File: config.mk
export PLATFORM = sky130hd
export DESIGN_NAME = mux_nx1_rr_flat
export DESIGN_NICKNAME = d
export VERILOG_FILES = /design/src/rtl/mux_nx1_rr_pkg.sv /design/src/rtl/mux_nx1_rr_if.sv /design/src/rtl/mux_nx1_rr_arbiter.sv /design/src/rtl/mux_nx1_rr.sv /design/src/flat_wrapper.sv
export SDC_FILE = /design/constraint.sdc
export NUM_CORES = 1
export LEC_CHECK = 0
export CAP_MARGIN = 10
export CORE_ASPECT_RATIO = 1.2
export CORE_UTILIZATION = 31
export CTS_CLUSTER_DIAMETER = 100
export DETAILED_ROUTE_END_ITERATION = 10
export DONT_BUFFER_PORTS = 1
export PLACE_DENSITY_LB_ADDON = 0.25
export SYNTH_ARGS = -nofsm -noshare
export SYNTH_HDL_FRONTEND = slang
export SYNTH_SLANG_ARGS = --single-unit
File: constraint.sdc
create_clock -name clk -period 4.5 [get_ports clk]
set_input_delay 1.125 -clock clk [delete_from_list [all_inputs] [get_ports clk]]
set_output_delay 1.125 -clock clk [all_outputs]
set_load 0.03 [all_outputs]
File: src/rtl/mux_nx1_rr_pkg.sv
`default_nettype none
// +----------------------------------------------------------------------------+
// | mux_nx1_rr_pkg : shared mode encodings and select-width helper             |
// | Rev 1.0                                                                    |
// +----------------------------------------------------------------------------+
package mux_nx1_rr_pkg;

    localparam logic MODE_EXPLICIT = 1'b0;
    localparam logic MODE_RR       = 1'b1;

    // Index width for n channels; never narrower than one bit.
    function automatic int sel_width(input int n);
        return (n <= 2) ? 1 : $clog2(n);
    endfunction

endpackage
`default_nettype wire

File: src/rtl/mux_nx1_rr_if.sv
`default_nettype none
// +----------------------------------------------------------------------------+
// | mux_nx1_rr_if : channel-side and consumer-side handshake bundle            |
// | Rev 1.0                                                                    |
// +----------------------------------------------------------------------------+
interface mux_nx1_rr_if
    import mux_nx1_rr_pkg::*;
#(
    parameter int WIDTH    = 8,
    parameter int CHANNELS = 4
);
    localparam int SEL_W = sel_width(CHANNELS);

    logic [CHANNELS*WIDTH-1:0] in_data;
    logic [CHANNELS-1:0]       in_valid;
    logic [CHANNELS-1:0]       in_ready;
    logic                      mode;
    logic [SEL_W-1:0]          sel;
    logic [WIDTH-1:0]          out_data;
    logic [SEL_W-1:0]          out_chan;
    logic                      out_valid;
    logic                      out_ready;

    // The mux itself sits on the slave side.
    modport slave (
        input  in_data, in_valid, mode, sel, out_ready,
        output in_ready, out_data, out_chan, out_valid
    );

    modport master (
        output in_data, in_valid, mode, sel, out_ready,
        input  in_ready, out_data, out_chan, out_valid
    );

endinterface
`default_nettype wire

File: src/rtl/mux_nx1_rr_arbiter.sv
`default_nettype none
// +----------------------------------------------------------------------------+
// | rr_arbiter : combinational explicit-select / round-robin grant logic       |
// | Rev 1.0                                                                    |
// +----------------------------------------------------------------------------+
module rr_arbiter
    import mux_nx1_rr_pkg::*;
#(
    parameter int CHANNELS = 4,
    parameter int SEL_W    = sel_width(CHANNELS)
) (
    input  logic [CHANNELS-1:0] req_i,
    input  logic [SEL_W-1:0]    ptr_i,
    input  logic                mode_i,
    input  logic [SEL_W-1:0]    sel_i,
    output logic [CHANNELS-1:0] gnt_oh_o,
    output logic [SEL_W-1:0]    gnt_idx_o,
    output logic                gnt_valid_o
);

    logic [2*CHANNELS-1:0] w_req2;
    logic [2*CHANNELS-1:0] w_rot;
    logic [CHANNELS-1:0]   w_sel_oh;

    // Doubling the request vector turns the wrap-around search into a plain
    // lowest-set-bit search on a right-shifted copy.
    assign w_req2   = {req_i, req_i};
    assign w_rot    = w_req2 >> ptr_i;
    // An out-of-range select shifts the single bit off the top: no grant.
    assign w_sel_oh = CHANNELS'(1) << sel_i;

    always_comb begin
        int w_off;
        int w_sum;
        gnt_oh_o    = '0;
        gnt_idx_o   = '0;
        gnt_valid_o = 1'b0;
        w_off       = 0;
        w_sum       = 0;
        if (mode_i == MODE_EXPLICIT) begin
            gnt_oh_o    = req_i & w_sel_oh;
            gnt_valid_o = |gnt_oh_o;
            gnt_idx_o   = sel_i;
        end else begin
            for (int j = CHANNELS - 1; j >= 0; j--) begin
                if (w_rot[j]) begin
                    w_off = j;
                end
            end
            gnt_valid_o = |w_rot[CHANNELS-1:0];
            w_sum       = int'(ptr_i) + w_off;
            if (w_sum >= CHANNELS) begin
                w_sum = w_sum - CHANNELS;
            end
            if (gnt_valid_o) begin
                gnt_idx_o = SEL_W'(w_sum);
                gnt_oh_o  = CHANNELS'(1) << w_sum;
            end
        end
    end

endmodule
`default_nettype wire

File: src/rtl/mux_nx1_rr.sv
`default_nettype none
// +----------------------------------------------------------------------------+
// | mux_nx1_rr : registered N-to-1 mux, explicit or round-robin selection      |
// | Rev 1.0                                                                    |
// +----------------------------------------------------------------------------+
module mux_nx1_rr
    import mux_nx1_rr_pkg::*;
#(
    parameter int WIDTH    = 8,
    parameter int CHANNELS = 4
) (
    input  logic        clk,
    input  logic        rst_n,
    mux_nx1_rr_if.slave bus
);

    localparam int SEL_W = sel_width(CHANNELS);

    logic [CHANNELS-1:0] w_gnt_oh;
    logic [SEL_W-1:0]    w_gnt_idx;
    logic                w_gnt_valid;
    logic                w_load_en;
    logic [WIDTH-1:0]    w_word;

    logic [WIDTH-1:0]    data_d,  data_q;
    logic [SEL_W-1:0]    chan_d,  chan_q;
    logic                valid_d, valid_q;
    logic [SEL_W-1:0]    ptr_d,   ptr_q;

    rr_arbiter #(
        .CHANNELS (CHANNELS),
        .SEL_W    (SEL_W)
    ) u_arb (
        .req_i       (bus.in_valid),
        .ptr_i       (ptr_q),
        .mode_i      (bus.mode),
        .sel_i       (bus.sel),
        .gnt_oh_o    (w_gnt_oh),
        .gnt_idx_o   (w_gnt_idx),
        .gnt_valid_o (w_gnt_valid)
    );

    // Single slot: it may be refilled in the same cycle it drains.
    assign w_load_en    = !valid_q || bus.out_ready;
    assign bus.in_ready = (rst_n && w_load_en && w_gnt_valid) ? w_gnt_oh : '0;

    always_comb begin
        w_word = '0;
        for (int i = 0; i < CHANNELS; i++) begin
            if (w_gnt_oh[i]) begin
                w_word = bus.in_data[i*WIDTH +: WIDTH];
            end
        end
    end

    always_comb begin
        data_d  = data_q;
        chan_d  = chan_q;
        valid_d = valid_q;
        ptr_d   = ptr_q;
        if (w_load_en) begin
            if (w_gnt_valid) begin
                data_d  = w_word;
                chan_d  = w_gnt_idx;
                valid_d = 1'b1;
                if (bus.mode == MODE_RR) begin
                    ptr_d = (w_gnt_idx == SEL_W'(CHANNELS - 1)) ? '0
                                                                : w_gnt_idx + SEL_W'(1);
                end
            end else begin
                valid_d = 1'b0;
            end
        end
    end

    always_ff @(posedge clk or negedge rst_n) begin
        if (!rst_n) begin
            data_q  <= '0;
            chan_q  <= '0;
            valid_q <= 1'b0;
            ptr_q   <= '0;
        end else begin
            data_q  <= data_d;
            chan_q  <= chan_d;
            valid_q <= valid_d;
            ptr_q   <= ptr_d;
        end
    end

    assign bus.out_data  = data_q;
    assign bus.out_chan  = chan_q;
    assign bus.out_valid = valid_q;

endmodule
`default_nettype wire

File: src/flat_wrapper.sv
// flat-port wrapper written by rule: the top's interface ports become plain ports
module mux_nx1_rr_flat import mux_nx1_rr_pkg::*;
#(
    parameter int WIDTH    = 8,
    parameter int CHANNELS = 4
)
  (clk, rst_n, bus_in_data, bus_in_valid, bus_mode, bus_sel, bus_out_ready, bus_in_ready, bus_out_data, bus_out_chan, bus_out_valid);
  mux_nx1_rr_if #(.WIDTH(WIDTH), .CHANNELS(CHANNELS)) bus_i ();
  input  logic clk;
  input  logic rst_n;
  input wire logic [$bits(bus_i.in_data)-1:0] bus_in_data;
  input wire logic [$bits(bus_i.in_valid)-1:0] bus_in_valid;
  input wire logic [$bits(bus_i.mode)-1:0] bus_mode;
  input wire logic [$bits(bus_i.sel)-1:0] bus_sel;
  input wire logic [$bits(bus_i.out_ready)-1:0] bus_out_ready;
  output wire logic [$bits(bus_i.in_ready)-1:0] bus_in_ready;
  output wire logic [$bits(bus_i.out_data)-1:0] bus_out_data;
  output wire logic [$bits(bus_i.out_chan)-1:0] bus_out_chan;
  output wire logic [$bits(bus_i.out_valid)-1:0] bus_out_valid;
  assign bus_i.in_data = bus_in_data;
  assign bus_i.in_valid = bus_in_valid;
  assign bus_i.mode = bus_mode;
  assign bus_i.sel = bus_sel;
  assign bus_i.out_ready = bus_out_ready;
  assign bus_in_ready = bus_i.in_ready;
  assign bus_out_data = bus_i.out_data;
  assign bus_out_chan = bus_i.out_chan;
  assign bus_out_valid = bus_i.out_valid;
  mux_nx1_rr #(.WIDTH(WIDTH), .CHANNELS(CHANNELS)) u_core (.clk(clk), .rst_n(rst_n), .bus(bus_i));
endmodule
==> reports/qor.csv, run 1 <==
stage,metric,value,unit
status,status,"finished, final reports clean",
placement,io_buffers,0,
synthesis,ys_types,40,
critical_path,slowest_delay,0.57,ns
synthesis,async_reset_ff_share,100,%
timing,drv_slew,0,
critical_path,crit_top_cell,a21oi_1,
routing,vias,1254,
finish,layout-drive-gt1-share,24.2,%
critical_path,cp_slowest_cell,or4_4,
critical_path,worstPathArrival,3.19,ns
cts,htree_levels,1,
critical_path,worst-path-buf-inv,0,
cts,postCtsSetupRepairBufs,0,
critical_path,path_cells,nor2b_1 > a21oi_1 > nor2_1 > a211oi_1 > a21oi_1 > ha_1 > xor2_1 > or4_4 > and2_4 > o21a_1 > nor2_4,
floorplan,num_io_pins,57,
floorplan,rows,25,
floorplan,initial_core_util,32.7,%
critical_path,endpoint_kind,output pin,
pwr,cellLeakagePower,0.537,nW
synthesis,syn_avg_cell_area,8.34,um^2
cts,cts_tree,built,
finish,final_nets,201,
global_routing,overflow,0,
critical_path,worst-setup-path-type,in2out,
timing,hold_viol,0,
synthesis,syn_inst,157,
timing,finalCritPeriodShare,96.0,%
cts,numCtsBuffers,3,
synthesis,ys_seq_area_share,24.8,%
critical_path,cp.required,3.38,ns
timing,fin_skew,0.00418,ns
floorplan,core_region_area,0.00400,mm^2
placement,gp_congestion,0.816,
floorplan,die_w,61.3,um
routing,drt_iter0_drc,86,
pwr,finalPower,0.943,mW
timing,max_slew_margin,51.4,%
pwr,p_per_area,661,mW/mm^2
finish,design_area,0.00143,mm^2
routing,drt_pre_antenna_iters,5,
timing,tightest_slew,0.729,ns
timing,tns,0,ns
critical_path,cp_max_fo,10,
timing,rsz0062_at_grt,no,
placement,placed_cell_area,0.00138,mm^2
floorplan,die_y,73.2,um
pwr,ir_worst_vdd,0.000233,V
cts,clk_latency,0.24,ns
placement,hpwl,2740,um
synthesis,yosys_warnings,0,
global_routing,antenna_found_initial,0,
finish,diodes,0,
cts,clk_root_buffer_cell,clkbuf_8,
finish,postLayoutCoreUtil,35.6,%
floorplan,die_area,0.00449,mm^2
synthesis,ys_seq_elements,13,
critical_path,path_delay_family,simple AND/OR/NAND/NOR gates,
routing,remaining_drc_errors,0,
finish,syn_to_final_growth,8.79,%
global_routing,grt_pass1_vias,1175,
routing,drt_wl_total,3700,um
synthesis,synth-edff-count,0,
critical_path,critPathLaunchType,input port,
min_path,hp-class,in2async,
cts,cts_sinks,13,
synthesis,ys.flop_type,dfrtp_1,
routing,ant_nets,0,
timing,clock.fmax,232,MHz
global_routing,grt_pass1_wl,5930,um
global_routing,grt_max_degree,22,
run,cap_violations,0,
synthesis,syn_nets,200,
cts,cts_buffer_depth,2,
synthesis,syn_area,0.00131,mm^2
global_routing,track_usage,17.6,%
routing,vias_per_cell,5.94,
timing,setup_viol_count_final,0,
cts,clkTransAtPathRegs,0.06,ns
routing,post_drt_wl_per_cell,17.5,um
timing,fin_crit,4.32,ns
==> where the power goes <==
part | total (mW) | switching (mW) | internal (mW)
clock | 0.104 | 0.0419 | 0.0625
sequential | 0.317 | 0.147 | 0.170
combinational | 0.522 | 0.270 | 0.251
total | 0.943 | 0.459 | 0.484
==> state kept, by name, indices dropped and copies added, names as in the netlist <==
| register | count |
|---|---|
| u_core.bus.out_data | 8 |
| u_core.ptr_q | 2 |
| u_core.bus.out_chan | 2 |
| u_core.bus.out_valid | 1 |
==> final timing paths <==
kind | depth (start not counted) | slack, ns | from | endpoint
max | 11 | 0.18 | bus_in_valid[3] | bus_in_ready[1]
min reg2reg | 1 | 0.67 | u_core.ptr_q[0] | u_core.ptr_q[0]
min in group clk | 1 | 0.67 | u_core.ptr_q[0] | u_core.ptr_q[0]
max in group asynchronous | 0 | 3.85 | rst_n | u_core.bus.out_data[7]
min | 0 | 0.57 | rst_n | u_core.bus.out_valid
max reg2reg | 12 | 1.61 | u_core.ptr_q[1] | u_core.bus.out_data[7]
==> final cells by class <==
| cell class | count | area, um^2 |
|---|---|---|
| fillers | 454 | 2580 |
| multi-input cells | 130 | 920 |
| flip-flops and latches | 13 | 325 |
| well taps | 54 | 67.6 |
| repair buffers | 8 | 60.1 |
| clock buffers | 4 | 45.0 |
| inverters | 2 | 7.51 |
==> logic make-up (layout without fill, tap and decap cells) <==
kind of cell	count (synthesis)	in the layout	share of synthesized area, %
simple gates	71	71	29.5
mux	11	11	10.9
fa+ha+maj	1	1	0.955
compound gates	45	45	26.2
xor+xnor	2	2	1.34
buf+inv	14	14	6.30
flops	13	13	24.8
==> layout by cell type (no fill, tap or decap), types with 2 or more instances in the layout <==
master    Yosys  routed
a21oi_1      13      13
a21oi_2       5       5
a222oi_1      8       8
and3_1        9       9
buf_4         1       8
clkbuf_8      0       3
dfrtp_1      13      13
inv_1         2       2
mux2_2        6       6
mux2_4        5       5
nand2_1      21      21
nand2b_1      5       5
nand3b_1      2       2
nor2_1       13      10
nor2_4        0       2
nor2b_1       4       4
o22ai_1       8       8
or3_1         9       9
or3b_2        2       2
xor2_1        2       2
==> cells in the mapped netlist, types with 2 or more instances <==
master	count	area (um^2)
clkbuf_1	4	15.0
o22ai_1	8	50.1
nand3b_1	2	15.0
mux2_4	5	75.1
a21oi_1	13	65.1
or3_1	9	56.3
or3b_2	2	17.5
inv_1	2	7.51
a222oi_1	8	80.1
mux2_2	6	67.6
and3_1	9	56.3
nand2_1	21	78.8
buf_6	3	33.8
xor2_1	2	17.5
a21oi_2	5	43.8
nor2_1	13	48.8
nor2b_1	4	25.0
dfrtp_1	13	325
nand2b_1	5	31.3
buf_2	3	15.0
==> layer usage <==
layer	share of wire [%]	up-vias	global-route usage, %
met1	42	608	22.6
met3	6.5	4	4.08
met5	0	-	0
met4	1.1	0	4.44
met2	51	50	29.5
li1	-	592	-
==> stage by stage <==
| step | hold WS [ns] | cells | setup slack, ns |
|---|---|---|---|
| after global placement | 0.651 | 207 | 0.203 |
| final | 0.572 | 211 | 0.180 |
| after CTS | 0.569 | 211 | 0.173 |
| after detailed placement | 0.657 | 207 | 0.174 |
| after global routing | 0.560 | 211 | 0.0511 |
| after floorplan | 0.596 | 157 | -0.00682 |
==> timing repair <==
item | in CTS | in global routing
gates resized for setup | 0 | 1
setup endpoints to repair | 0 | 1
hold buffers | 0 | 0
Note: power is estimated with default switching activity, not from simulation.
==> inputs of run 2 (changes only) <==
--- a/config.mk
+++ b/config.mk
@@ -12,6 +12,7 @@
 export DETAILED_ROUTE_END_ITERATION = 10
 export DONT_BUFFER_PORTS = 1
 export PLACE_DENSITY_LB_ADDON = 0.25
+export SKIP_CTS_REPAIR_TIMING = 1
 export SYNTH_ARGS = -nofsm -noshare
 export SYNTH_HDL_FRONTEND = slang
 export SYNTH_SLANG_ARGS = --single-unit
==> results of run 2 <==
No change in the layout: final DEF, timing and power equal those of run 1.
==> inputs of run 3 (changes only) <==
--- a/config.mk
+++ b/config.mk
@@ -11,7 +11,7 @@
 export CTS_CLUSTER_DIAMETER = 100
 export DETAILED_ROUTE_END_ITERATION = 10
 export DONT_BUFFER_PORTS = 1
-export PLACE_DENSITY_LB_ADDON = 0.25
+export PLACE_DENSITY = 0.42
 export SKIP_CTS_REPAIR_TIMING = 1
 export SYNTH_ARGS = -nofsm -noshare
 export SYNTH_HDL_FRONTEND = slang
==> reports/qor.csv, run 3 (synthesized netlist as in run 1, its figures left out) <==
stage,metric,value,unit,change
routing,drt_pre_antenna_iters,4,,-1
cts,cts_sinks,13,,unchanged
timing,fin_crit,4.34,ns,+0.0207 ns
timing,setup_viol_count_final,0,,unchanged
global_routing,track_usage,18.2,%,+0.62 points
floorplan,rows,25,,unchanged
routing,vias,1214,,-3.2%
timing,worst_slack,0.160,ns,-0.0207 ns
critical_path,cp.required,3.38,ns,about the same
critical_path,cp_max_fo,10,,unchanged
cts,cts_tree,built,,
floorplan,num_io_pins,57,,unchanged
global_routing,overflow,0,,unchanged
floorplan,core_region_area,0.00400,mm^2,unchanged
critical_path,path_delay_family,simple AND/OR/NAND/NOR gates,,
routing,vias_per_cell,5.73,,-3.6%
run,cap_violations,0,,unchanged
global_routing,antenna_found_initial,0,,unchanged
critical_path,slowest_delay,0.56,ns,about the same
cts,htree_levels,1,,unchanged
timing,finalCritPeriodShare,96.5,%,+0.46 points
timing,drv_slew,0,,unchanged
timing,tightest_slew,0.535,ns,-0.194 ns
finish,fillerInstances,454,,unchanged
floorplan,die_w,61.3,um,unchanged
status,status,"finished, final reports clean",,
timing,clock.fmax,230,MHz,-0.48%
routing,remaining_drc_errors,0,,unchanged
timing,rsz0062_at_grt,no,,
timing,tns,0,ns,unchanged
critical_path,path_cells,nor2b_1 > a21oi_1 > nor2_1 > a211oi_1 > a21oi_1 > ha_1 > xor2_1 > or4_4 > and2_4 > o21a_1 > nor2_4,,
cts,clkTransAtPathRegs,0.06,ns,about the same
finish,diodes,0,,unchanged
pwr,cellLeakagePower,0.542,nW,+0.91%
critical_path,reg2regPathDepth,12,,unchanged
pwr,ir_worst_vdd,0.000231,V,-0.82%
timing,max_slew_margin,63.9,%,+12 points
finish,layout-drive-gt1-share,24.1,%,-0.15 points
finish,final_common_cell,nand2_1,,
critical_path,worst-setup-path-type,in2out,,
floorplan,die_y,73.2,um,unchanged
finish,syn_to_final_growth,9.17,%,
critical_path,critPathLaunchType,input port,,
critical_path,worstPathArrival,3.22,ns,+0.03 ns
placement,hpwl,2890,um,+5.4%
min_path,hp-class,in2async,,
routing,ant_nets,0,,unchanged
cts,clk_root_buffer_cell,clkbuf_8,,
routing,post_drt_wl_per_cell,17.9,um,+1.8%
critical_path,cp.depth,11,,unchanged
global_routing,grt_pass1_wl,6070,um,+2.3%
finish,largest_register_ff_count,8,,unchanged
critical_path,cp_slowest_cell,or4_4,,
placement,gp_congestion,0.700,,-14%
cts,clk_latency,0.24,ns,about the same
critical_path,worst-path-buf-inv,0,,unchanged
pwr,p_per_area,656,mW/mm^2,-0.84%
finish,final_cell_mix,"nand2_1 (21), a21oi_1 (13), dfrtp_1 (13)",,
finish,final_nets,202,,+0.50%
critical_path,endpoint_kind,output pin,,
cts,cts_buffer_depth,2,,unchanged
floorplan,initial_core_util,32.7,%,unchanged
placement,post-place-ws,0.168,ns,-0.00635 ns
routing,drt_wl_total,3790,um,+2.3%
routing,drt_iter0_drc,62,,-28%
timing,hold_viol,0,,unchanged
cts,numCtsBuffers,3,,unchanged
placement,io_buffers,0,,unchanged
floorplan,die_area,0.00449,mm^2,unchanged
critical_path,crit_top_cell,a21oi_1,,
timing,fin_skew,0.00124,ns,-0.00294 ns
global_routing,grt_max_degree,21,,-4.5%
global_routing,grt_pass1_vias,1234,,+5.0%
==> run 3: cell types whose count changed in the layout (fill, tap and decap cells not counted), sizes merged <==
cell	previous run	this run
buf	8	9
==> run 3: through the flow <==
step | instances | util, % | hold slack [ns] | area [um^2] | total power [mW]
after CTS | 212 | 35.7 | 0.568 | 1430 | 0.951
after global placement | 208 | 34.6 | 0.659 | 1390 | 0.834
after global routing | 212 | 35.7 | 0.559 | 1430 | 1.01
after detailed placement | 208 | 34.6 | 0.671 | 1390 | 0.842
after floorplan | 157 | - | 0.596 | 1330 | 0.751
final | 212 | 35.7 | 0.577 | 1430 | 0.938
==> run 3: area by class of cell <==
type	instances	area, um^2	share of cell area (%)
Tap cell	54	67.6	4.72
Sequential cell	13	325	22.7
Inverter	2	7.51	0.525
Clock buffer	4	45.0	3.15
Timing Repair Buffer	9	67.6	4.72
Multi-Input combinational cell	130	917	64.1
==> run 3: power breakdown <==
group / leakage (nW) / switching [mW] / internal (mW)
logic: 0.372 / 0.268 / 0.253
registers: 0.148 / 0.145 / 0.170
clock network: 0.0228 / 0.0405 / 0.0624
==> run 3: worst paths after layout <==
check	slack (ns)	from	endpoint
max in group asynchronous	3.85	rst_n	u_core.bus.out_data[0]
min	0.58	rst_n	u_core.bus.out_data[1]
min in group clk	0.69	u_core.ptr_q[0]	u_core.ptr_q[0]
max	0.16	bus_in_valid[3]	bus_in_ready[1]
min reg2reg	0.69	u_core.ptr_q[0]	u_core.ptr_q[0]
max reg2reg	1.61	u_core.ptr_q[1]	u_core.bus.out_data[1]
==> run 3: layer usage <==
metal / GRT usage (%) / part of all wire, % / vias to the layer above / routed length, um
met2: 32.9 / 54 / 36 / 2030
met3: 2.84 / 5.1 / 2 / 195
met1: 21.7 / 41 / 585 / 1550
met4: 5.43 / 0.45 / 0 / 17
li1: - / - / 591 / -
met5: 0 / 0 / - / 0
==> run 3: worst reg2reg max path, stage by stage (launching register included) <==
cell and delay (ns):
dfrtp_1 0.53, nand2_1 0.09, a21oi_1 0.16, nor2_1 0.05
a211oi_1 0.20, a21oi_1 0.07, ha_1 0.20, xor2_1 0.15
or4_4 0.56, and2_4 0.21, buf_4 0.18, mux2_4 0.31
a21oi_2 0.11
